[config.mk]
export PLATFORM = sky130hd
export DESIGN_NAME = cksum_arbiter
export DESIGN_NICKNAME = d
export VERILOG_FILES = /design/src/rtl/exec_pkg.sv /design/src/rtl/rr_picker.sv /design/src/rtl/cksum_arbiter.sv
export SDC_FILE = /design/constraint.sdc
export NUM_CORES = 1
export LEC_CHECK = 0
export BUFFER_PORTS_ARGS = -buffer_cell sky130_fd_sc_hd__clkbuf_2
export CORE_ASPECT_RATIO = 1.4
export CORE_MARGIN = 10
export CORE_UTILIZATION = 40
export CTS_BUF_LIST = sky130_fd_sc_hd__clkbuf_16
export DETAILED_ROUTE_END_ITERATION = 10
export GPL_TIMING_DRIVEN = 0
export PLACE_DENSITY = 0.71
export SETUP_SLACK_MARGIN = 0.4
export SYNTH_ARGS = -nofsm -noshare
export SYNTH_HDL_FRONTEND = slang
export SYNTH_SLANG_ARGS = --single-unit
[constraint.sdc]
create_clock -name clk -period 3.9 [get_ports clk]
set_clock_uncertainty 0.2 [all_clocks]
set_input_delay 0.78 -clock clk [delete_from_list [all_inputs] [get_ports clk]]
set_output_delay 0.78 -clock clk [all_outputs]
set_load 0.005 [all_outputs]
[src/rtl/exec_pkg.sv]
// Shared types and constants for the executor-side checksum path.
// Holds the arbiter state encoding, result width and default watchdog limit.
package exec_pkg;

    typedef enum logic [1:0] {
        ARB_IDLE,
        ARB_ISSUE,
        ARB_WAIT,
        ARB_DONE
    } arb_state_t;

    localparam int CKSUM_W               = 16;
    localparam int CKSUM_TIMEOUT_DEFAULT = 255;

    // Index width for n lanes; a single lane still needs one bit to hold its id.
    function automatic int id_width(input int n);
        return (n > 1) ? $clog2(n) : 1;
    endfunction

endpackage

[src/rtl/rr_picker.sv]
// Combinational round-robin picker: first set request after ptr, wrapping.
// Produces the one-hot grant, the binary lane id and a valid flag.
module rr_picker
    import exec_pkg::*;
#(
    parameter int NUM_REQ = 4,
    parameter int ID_W    = id_width(NUM_REQ)
) (
    input  logic [NUM_REQ-1:0] req,
    input  logic [ID_W-1:0]    ptr,
    output logic [NUM_REQ-1:0] grant,
    output logic [ID_W-1:0]    id,
    output logic               valid
);

    int              idx;
    logic [ID_W-1:0] idx_w;

    always_comb begin
        grant = '0;
        id    = '0;
        valid = 1'b0;
        idx   = 0;
        idx_w = '0;
        // Scan ptr+1 .. ptr+NUM_REQ so the last winner has lowest priority.
        for (int i = 1; i <= NUM_REQ; i++) begin
            idx   = (int'(ptr) + i) % NUM_REQ;
            idx_w = ID_W'(idx);
            if (!valid && req[idx_w]) begin
                valid        = 1'b1;
                id           = idx_w;
                grant[idx_w] = 1'b1;
            end
        end
    end

endmodule

[src/rtl/cksum_arbiter.sv]
// Shares one checksum engine between NUM_REQ lanes: round-robin grant, launch,
// wait for ready (with watchdog), return the result to the owning lane.
module cksum_arbiter
    import exec_pkg::*;
#(
    parameter int NUM_REQ = 4,
    parameter int ADDR_W  = 8,
    parameter int LEN_W   = 32,
    parameter int TIMEOUT = CKSUM_TIMEOUT_DEFAULT
) (
    input  logic                      clk,
    input  logic                      rst,
    input  logic [NUM_REQ-1:0]        req_i,
    input  logic [NUM_REQ*ADDR_W-1:0] req_field_start_i,
    input  logic [NUM_REQ*LEN_W-1:0]  req_field_len_i,
    output logic [NUM_REQ-1:0]        grant_o,
    output logic [NUM_REQ-1:0]        done_o,
    output logic [NUM_REQ-1:0]        err_o,
    output logic [CKSUM_W-1:0]        cksum_val_o,
    output logic                      busy_o,
    output logic                      cks_start_o,
    output logic [ADDR_W-1:0]         cks_field_start_o,
    output logic [LEN_W-1:0]          cks_field_len_o,
    input  logic                      cks_ready_i,
    input  logic [CKSUM_W-1:0]        cks_val_i
);

    localparam int                ID_W     = id_width(NUM_REQ);
    localparam int                CNT_W    = $clog2(TIMEOUT + 1);
    localparam logic [CNT_W-1:0]  CNT_LAST = CNT_W'(TIMEOUT);
    localparam logic [ID_W-1:0]   PTR_INIT = ID_W'(NUM_REQ - 1);

    arb_state_t         state, state_n;
    logic [ID_W-1:0]    ptr, ptr_n;
    logic [ID_W-1:0]    id, id_n;
    logic [CNT_W-1:0]   cnt, cnt_n;
    logic               dropped, dropped_n;
    logic               lost;

    logic [NUM_REQ-1:0] grant_n, done_n, err_n;
    logic [CKSUM_W-1:0] val_n;
    logic               busy_n, start_n;
    logic [ADDR_W-1:0]  fstart_n;
    logic [LEN_W-1:0]   flen_n;

    logic [NUM_REQ-1:0] pick_grant;
    logic [ID_W-1:0]    pick_id;
    logic               pick_valid;

    rr_picker #(
        .NUM_REQ (NUM_REQ),
        .ID_W    (ID_W)
    ) u_picker (
        .req   (req_i),
        .ptr   (ptr),
        .grant (pick_grant),
        .id    (pick_id),
        .valid (pick_valid)
    );

    always_ff @(posedge clk or posedge rst) begin
        if (rst) begin
            state             <= ARB_IDLE;
            ptr               <= PTR_INIT;
            id                <= '0;
            cnt               <= '0;
            dropped           <= 1'b0;
            grant_o           <= '0;
            done_o            <= '0;
            err_o             <= '0;
            cksum_val_o       <= '0;
            busy_o            <= 1'b0;
            cks_start_o       <= 1'b0;
            cks_field_start_o <= '0;
            cks_field_len_o   <= '0;
        end else begin
            state             <= state_n;
            ptr               <= ptr_n;
            id                <= id_n;
            cnt               <= cnt_n;
            dropped           <= dropped_n;
            grant_o           <= grant_n;
            done_o            <= done_n;
            err_o             <= err_n;
            cksum_val_o       <= val_n;
            busy_o            <= busy_n;
            cks_start_o       <= start_n;
            cks_field_start_o <= fstart_n;
            cks_field_len_o   <= flen_n;
        end
    end

    always_comb begin
        state_n   = state;
        ptr_n     = ptr;
        id_n      = id;
        cnt_n     = cnt;
        dropped_n = dropped;
        grant_n   = grant_o;
        done_n    = '0;
        err_n     = '0;
        val_n     = cksum_val_o;
        start_n   = 1'b0;
        fstart_n  = cks_field_start_o;
        flen_n    = cks_field_len_o;
        // A lane that lets go of req while its job runs gets no result pulse.
        lost      = dropped | ~req_i[id];

        case (state)
            ARB_IDLE: begin
                if (pick_valid) begin
                    state_n   = ARB_ISSUE;
                    ptr_n     = pick_id;
                    id_n      = pick_id;
                    cnt_n     = '0;
                    dropped_n = 1'b0;
                    grant_n   = pick_grant;
                    start_n   = 1'b1;
                    fstart_n  = req_field_start_i[int'(pick_id)*ADDR_W +: ADDR_W];
                    flen_n    = req_field_len_i[int'(pick_id)*LEN_W +: LEN_W];
                end
            end
            ARB_ISSUE: begin
                // Engine ready here belongs to a previous job; ignore it.
                state_n   = ARB_WAIT;
                dropped_n = lost;
            end
            ARB_WAIT: begin
                cnt_n     = cnt + CNT_W'(1);
                dropped_n = lost;
                if (cks_ready_i) begin
                    state_n = ARB_DONE;
                    grant_n = '0;
                    if (!lost) begin
                        done_n[id] = 1'b1;
                        val_n      = cks_val_i;
                    end
                end else if (cnt_n == CNT_LAST) begin
                    state_n = ARB_DONE;
                    grant_n = '0;
                    if (!lost) begin
                        err_n[id] = 1'b1;
                        val_n     = '0;
                    end
                end
            end
            ARB_DONE: begin
                state_n = ARB_IDLE;
            end
            default: begin
                state_n = ARB_IDLE;
            end
        endcase

        busy_n = (state_n != ARB_IDLE);
    end

endmodule

# After elaboration in Yosys (flattened, before gate mapping)
# Index checks and enable logic that the tools add are counted.
[op_classes] add_sub_neg=5 n_lt_le_gt_ge=10 n_eq_ne=6 shifts=2 muxes=56 n_bitwise=6 reduce_logical=22
[ops] cell="variable part select 128 x 8 -> 32 bit" count=1
[ops] cell="2-to-1 mux 16 bit" count=4
[ops] cell="2-to-1 mux 4 bit" count=13
[ops] cell="variable part select 32 x 6 -> 8 bit" count=1
[ops] cell="2-to-1 mux 1 bit" count=17
[ops] cell="case mux 8 bit (2 select lines)" count=1
[ops] cell="< comparator 2 x 3 -> 1 bit (second input constant)" count=5
[ops] cell="2-to-1 mux 2 bit" count=7
[ops] cell="bitwise OR 4 bit" count=3
[ops] cell="binary-select mux 1 bit (select 2 bit)" count=5
[ops] cell="demux 1 bit (select 2 bit)" count=5
[ops] cell="greater-or-equal comparator 2 x 1 -> 1 bit (second input constant)" count=5
[ops] cell="adder 8 x 1 -> 8 bit (second input constant)" count=1
[ops] cell="== test 8 bit (second input constant)" count=1
[ops] cell="logical AND 1 bit" count=8
[ops] cell="2-to-1 mux 8 bit" count=1
[ops] cell="case mux 2 bit (4 select lines)" count=1
[ops] cell="case mux 4 bit (2 select lines)" count=1
[ops] cell="nonzero test 2 bit" count=4
[ops] cell="AND reduction 2 bit" count=3
[ops] cell="AND reduction 3 bit" count=2
[ops] cell="adder 2 x 1 -> 2 bit (second input constant)" count=2
[ops] cell="adder 2 bit (second input constant)" count=2
[ops] cell="== test 2 bit (second input constant)" count=2
[ops] cell="other kinds (9)" count=12
[totals] reg_bits=85 input_bits=183 output_inout_bits=70 wordCells=120

# Depth between registers and ports, before layout
[logic_depth] word_depth=16 depth_mapped=13 depth_no_buf=8

# Cells and area by module
# From an unflattened synthesis, not the netlist that was laid out.
[unflattened] hier_cells=469 hier_area_um2=4933.5
[modules_own_cells] mod="cksum_arbiter" instances=1 cells_each=401 area_each_um2=4408.0 seq_area_each_um2=2129.5
[modules_own_cells] mod="rr_picker" instances=1 cells_each=68 area_each_um2=525.5 seq_area_each_um2=0.0

# Worst setup path after synthesis
# No wires, ideal clock.
[synth_path] kind="flip-flop to flip-flop" start="register ptr[0]" end="register cks_field_len_o[10]" setup_time_ns=0.086 arrival_ns=3.301 t_required_ns=3.614 setup_slack_ns=0.313 stages_incl_launch_ff=12 n_path_buf=4 synth_period_minus_slack_ns=3.587 path_cell_list="dfstp_2 -> buf_2 -> buf_1 -> inv_1 -> ha_1 -> mux4_2 -> nor4b_4 -> nor3_1 -> or3_1 -> buf_4 -> buf_6 -> o221ai_2"
[synth_between] elab_chain_len=14 word_cells_on_any_way=28 classes_between="add/sub: 4; shift: 1; mux: 16; reduce/logical: 7"
[synth_rtl] element="start: declaration" line_no="cksum_arbiter.sv:34" text="logic [ID_W-1:0] ptr, ptr_n;"
[synth_rtl] element="start signal: assignment" line_no="cksum_arbiter.sv:78" text="ptr <= ptr_n;"
[synth_rtl] element="adder 2 x 1 -> 2 bit" line_no="rr_picker.sv:27" text="idx = (int'(ptr) + i) % NUM_REQ;"
[synth_rtl] element="binary-select mux 1 bit (select 2 bit)" line_no="rr_picker.sv:29" text="if (!valid && req[idx_w]) begin"
[synth_rtl] element="2-to-1 mux 1 bit (not written as such)" line_no="rr_picker.sv:29"
[synth_rtl] element="2-to-1 mux 1 bit" line_no="rr_picker.sv:29"
[synth_rtl] element="zero test 1 bit" line_no="rr_picker.sv:29"
[synth_rtl] element="logical AND 1 bit" line_no="rr_picker.sv:29"
[synth_rtl] element="2-to-1 mux 1 bit" line_no="rr_picker.sv:29"
[synth_rtl] element="zero test 1 bit" line_no="rr_picker.sv:29"
[synth_rtl] element="logical AND 1 bit" line_no="rr_picker.sv:29"
[synth_rtl] element="2-to-1 mux 1 bit" line_no="rr_picker.sv:29"
[synth_rtl] element="zero test 1 bit" line_no="rr_picker.sv:29"
[synth_rtl] element="logical AND 1 bit" line_no="rr_picker.sv:29"
[synth_rtl] element="2-to-1 mux 2 bit / 2-to-1 mux 1 bit (equally long branches)" line_no="rr_picker.sv:29"
[synth_rtl] element="variable part select 128 x 8 -> 32 bit / AND reduction 2 bit (equally long branches)"
[synth_rtl] element="end signal: assignment" line_no="cksum_arbiter.sv:89" text="cks_field_len_o <= flen_n;"
[synth_rtl] element="end: declaration" line_no="cksum_arbiter.sv:23" text="output logic [LEN_W-1:0] cks_field_len_o,"
# Several ways; a longest one is shown, not always the timed one. The select of a mux whose other input is x is not followed.
# A chain may end at the register's enable or synchronous reset.

# Worst setup path after layout
[layout_path] start="register ptr[0]" end="register cks_field_start_o[3]"
[layout_between] elab_chain_len=14 word_cells_on_any_way=28 classes_between="add/sub: 4; shift: 1; mux: 16; reduce/logical: 7"
[layout_rtl] element="adder 2 x 1 -> 2 bit" line_no="rr_picker.sv:27"
[layout_rtl] element="binary-select mux 1 bit (select 2 bit)" line_no="rr_picker.sv:29"
[layout_rtl] element="2-to-1 mux 1 bit (not written as such)" line_no="rr_picker.sv:29"
[layout_rtl] element="2-to-1 mux 1 bit" line_no="rr_picker.sv:29"
[layout_rtl] element="zero test 1 bit" line_no="rr_picker.sv:29"
[layout_rtl] element="logical AND 1 bit" line_no="rr_picker.sv:29"
[layout_rtl] element="2-to-1 mux 1 bit" line_no="rr_picker.sv:29"
[layout_rtl] element="zero test 1 bit" line_no="rr_picker.sv:29"
[layout_rtl] element="logical AND 1 bit" line_no="rr_picker.sv:29"
[layout_rtl] element="2-to-1 mux 1 bit" line_no="rr_picker.sv:29"
[layout_rtl] element="zero test 1 bit" line_no="rr_picker.sv:29"
[layout_rtl] element="logical AND 1 bit" line_no="rr_picker.sv:29"
[layout_rtl] element="2-to-1 mux 2 bit / 2-to-1 mux 1 bit (equally long branches)" line_no="rr_picker.sv:29"
[layout_rtl] element="variable part select 32 x 6 -> 8 bit / AND reduction 2 bit (equally long branches)"
[layout_rtl] element="end signal: assignment" line_no="cksum_arbiter.sv:88" text="cks_field_start_o <= fstart_n;"
[layout_rtl] element="end: declaration" line_no="cksum_arbiter.sv:22" text="output logic [ADDR_W-1:0] cks_field_start_o,"
# Several ways; a longest one is shown, not always the timed one. The select of a mux whose other input is x is not followed.

==> impl_metrics.py <==
metrics = {
    "sta": {
        "layout_setup_ws_ps": 516,
        "rsz0062_at_grt": "yes",
        "fin_crit_ps": 3380,
        "max_clock_freq_mhz": 295,
        "finalHoldViolations": 0,
        "final-setup-viol-count": 0,
        "timing.final.crit_share_pct": 86.8,
        "slew_headroom_pct": 59.6,
        "worst_pin_slew_ps": 606,
        "setup_tns_ps": 0,
        "slew_violations": 0,
    },
    "critical_path": {
        "criticalPathCategory": "reg2reg",
        "ff2ff_path_depth": 12,
        "start_kind": "register",
        "r2r-start": "ptr[0]$_DFFE_PP1P_",
        "crit_chain": "buf_6, buf_8, clkinvlp_4, ha_4, mux4_2, buf_4, nor4b_4, nor3_4, or3_1, buf_6, buf_8, o221ai_2",
        "crit_arrival_ps": 3430,
        "required_ps": 3940,
        "rrSetupSlack_ps": 520,
        "r2r_end": "cks_field_start_o[3]$_DFFE_PP0P_",
        "cp_slowest_cell": "mux4_2",
        "crit_path_max_incr_delay_ps": 570,
        "endpoint_kind": "register",
        "critPathMaxFanout": 10,
    },
    "die": {
        "initial_core_util_pct": 40.7,
        "rows": 49,
        "die_area_sq_mm": 0.0181,
        "core_sq_mm": 0.0128,
        "num_io_pins": 253,
        "die_h_microns": 155,
        "die_w_microns": 117,
    },
    "final_layout": {
        "area_growth_pct": 39.6,
        "drive_gt1_share_pct": 47.9,
        "utilization_pct": 56.8,
        "nNetsFinal": 952,
        "nFillCells": 1086,
    },
    "route": {
        "avgViaCountPerCell": 5.38,
        "vias": 4928,
        "drcViolationCount": 0,
        "dr.first_iter.drc_count": 204,
        "firstDrtPassIters": 4,
        "wl_per_cell_microns": 19.8,
        "detail-route-antenna-nets": 0,
        "wirelength_microns": 18200,
    },
    "yosys": {
        "syn_inst": 484,
        "yosysSeqAreaShare_pct": 40.8,
        "synth.net_count": 679,
        "async_reset_ff_share_pct": 100,
        "yosys_warnings": 0,
        "synth_edf_count": 0,
        "ys_ff_latch": 85,
        "synthFlopType": "dfrtp_1",
        "syn_area_per_cell_sq_um": 10.8,
        "synth_area_sq_mm": 0.00522,
        "synth_cell_types": 52,
    },
    "flow_run": {
        "maxCapViolations": 0,
    },
    "clocking": {
        "clk_pin_slew_worst_paths_ps": 60,
        "numClockSinks": 85,
        "cts_root_buf": "clkbuf_16",
        "cts_buffer_depth": 2,
        "cts_made_buffers": 9,
        "cts_tree": "done",
        "htreeDepth": 3,
        "clk_latency_ps": 340,
    },
    "power": {
        "irDropWorstVdd_v": 0.000312,
        "p_leak_nw": 3.63,
        "finalPower_mw": 6.40,
        "power_per_cell_area_mw_per_mm2": 879,
    },
    "placed_design": {
        "io_buffers": 250,
        "place_congestion": 0.932,
        "hpwl_microns": 14700,
        "pre_cts_ws_ps": -252,
    },
    "global_route": {
        "grt_max_degree": 44,
        "grt_usage_pct": 18.9,
        "grt_pass1_wl_microns": 27500,
        "antenna_found_initial": 1,
        "overflow": 0,
        "grt_pass1_vias": 5351,
    },
    "status": {
        "status": "completed",
    },
    "hold_path": {
        "min_path_type": "in2async",
    },
}
==> where the power goes <==
group | internal [mW] | total, mW | switching, mW | leakage, nW
combinational | 1.92 | 4.07 | 2.16 | 2.40
sequential | 1.28 | 1.51 | 0.231 | 1.09
clock | 0.488 | 0.821 | 0.333 | 0.145
total | 3.68 | 6.40 | 2.72 | 3.63
==> cells by family (layout without fill, tap and decap cells) <==
| family | after synthesis | in the layout | synth area share, % |
|---|---|---|---|
| AO/OA/AOI/OAI | 123 | 123 | 22.0 |
| other | 0 | 1 | 0 |
| AND/OR/NAND/NOR | 120 | 120 | 10.5 |
| adder cells (fa/ha/maj) | 12 | 12 | 2.88 |
| multiplexers | 89 | 89 | 18.3 |
| flip-flops | 85 | 85 | 40.8 |
| XOR/XNOR | 4 | 4 | 0.671 |
| buffers and inverters | 51 | 329 | 4.87 |
==> worst max-delay path by stage <==
stage                            start                               end  slack, ps  cells past startpoint
floorplan           ptr[0]$_DFFE_PP1P_   cks_field_len_o[10]$_DFFE_PP0P_        480                     11
global placement                   rst                err_o[1]$_DFF_PP0_       -260                      2
detailed placement  ptr[0]$_DFFE_PP1P_    cks_field_len_o[0]$_DFFE_PP0P_       -250                     12
CTS                 ptr[0]$_DFFE_PP1P_  cks_field_start_o[3]$_DFFE_PP0P_        430                     11
global route        ptr[0]$_DFFE_PP1P_    cks_field_len_o[2]$_DFFE_PP0P_        340                     12
finish              ptr[0]$_DFFE_PP1P_  cks_field_start_o[3]$_DFFE_PP0P_        520                     12
==> synthesized netlist by cell type, types with 2 or more instances <==
cell type,instances,area (sq um)
o221ai_2,38,571
nand2_1,73,274
ha_1,12,150
or3_1,5,31.3
mux2i_1,83,831
a22oi_1,5,37.5
o31ai_1,16,120
dfstp_2,2,52.6
dfrtp_1,83,2080
and2_1,2,12.5
nand2b_1,4,25.0
a22o_1,5,43.8
o221ai_1,3,26.3
o31a_1,2,17.5
clkbuf_1,19,71.3
inv_1,10,37.5
o2bb2ai_1,4,35.0
mux4_2,5,113
a21oi_1,4,20.0
nand3_1,6,30.0
a2111oi_0,2,17.5
nor3_1,5,25.0
buf_2,11,55.1
a221oi_1,4,35.0
a21o_1,3,22.5
buf_4,5,37.5
xnor2_1,3,26.3
nor2_1,14,52.6
buf_6,4,45.0
nand3b_1,2,15.0
o21ai_0,29,145
==> placed cells by master, fill, tap and decap left out, types with 3 or more instances in the layout <==
master,count
clkbuf_2,251
dfrtp_1,83
mux2i_1,77
nand2_1,73
o221ai_2,37
o21ai_0,29
clkbuf_1,16
buf_4,16
o31ai_1,16
nor2_1,14
buf_6,11
ha_1,11
inv_1,10
clkbuf_16,9
nand3_1,6
mux4_2,5
a22oi_1,5
or3_1,5
mux2i_2,5
a22o_1,5
a21oi_1,4
nor3_1,4
a221oi_1,4
o2bb2ai_1,4
buf_12,3
buf_8,3
clkinvlp_4,3
o221ai_1,3
nand2b_1,3
xnor2_1,3
a21o_1,3
==> worst max-delay path, delay by kind of cell, from the launching register on <==
family / cells / cell delay, ps
compound gates: 1 / 140
buf+inv: 6 / 810
simple gates: 3 / 740
fa+ha+maj: 1 / 290
mux: 1 / 570
flops: 1 / 540
==> per-stage QoR <==
step / cell area [sq um] / std cells / hold WS, ps
after floorplan: 5220 / 484 / 263
after global placement: 6660 / 887 / 270
after detailed placement: 6690 / 888 / 275
after CTS: 7140 / 908 / 290
after global routing: 7280 / 916 / 305
final: 7280 / 916 / 274
==> flip-flops by register name (all words and copies together), names as in the netlist, 4 cells and up <==
register	cells
cnt	8
cksum_val_o	16
cks_field_start_o	8
done_o	4
err_o	4
grant_o	4
cks_field_len_o	32
==> cell type report <==
type	instances	area, sq um	share of cell area [%]
Buffer	40	320	4.40
Multi-Input combinational cell	348	2950	40.5
Clock inverter	7	61.3	0.842
Tap cell	153	191	2.63
Sequential cell	85	2130	29.2
Inverter	11	47.5	0.653
Clock buffer	9	225	3.09
Timing Repair Buffer	262	1360	18.6
Antenna cell	1	2.50	0.0344
==> per-layer routing <==
layer	global-route usage [%]	vias up	wire length [microns]
met1	18.9	2329	6330
met3	6.97	30	1810
met4	6.73	0	433
met5	0	-	0
met2	34.6	210	9580
li1	-	2359	-
==> timing repair <==
item | CTS | global route
resized for setup | 38 | 24
setup buffers | 2 | 7
setup endpoints to repair | 59 | 47
pin swaps | 1 | 4
hold buffers | 0 | 0
cloned | 2 | 0
(Power assumes the default switching activity.)
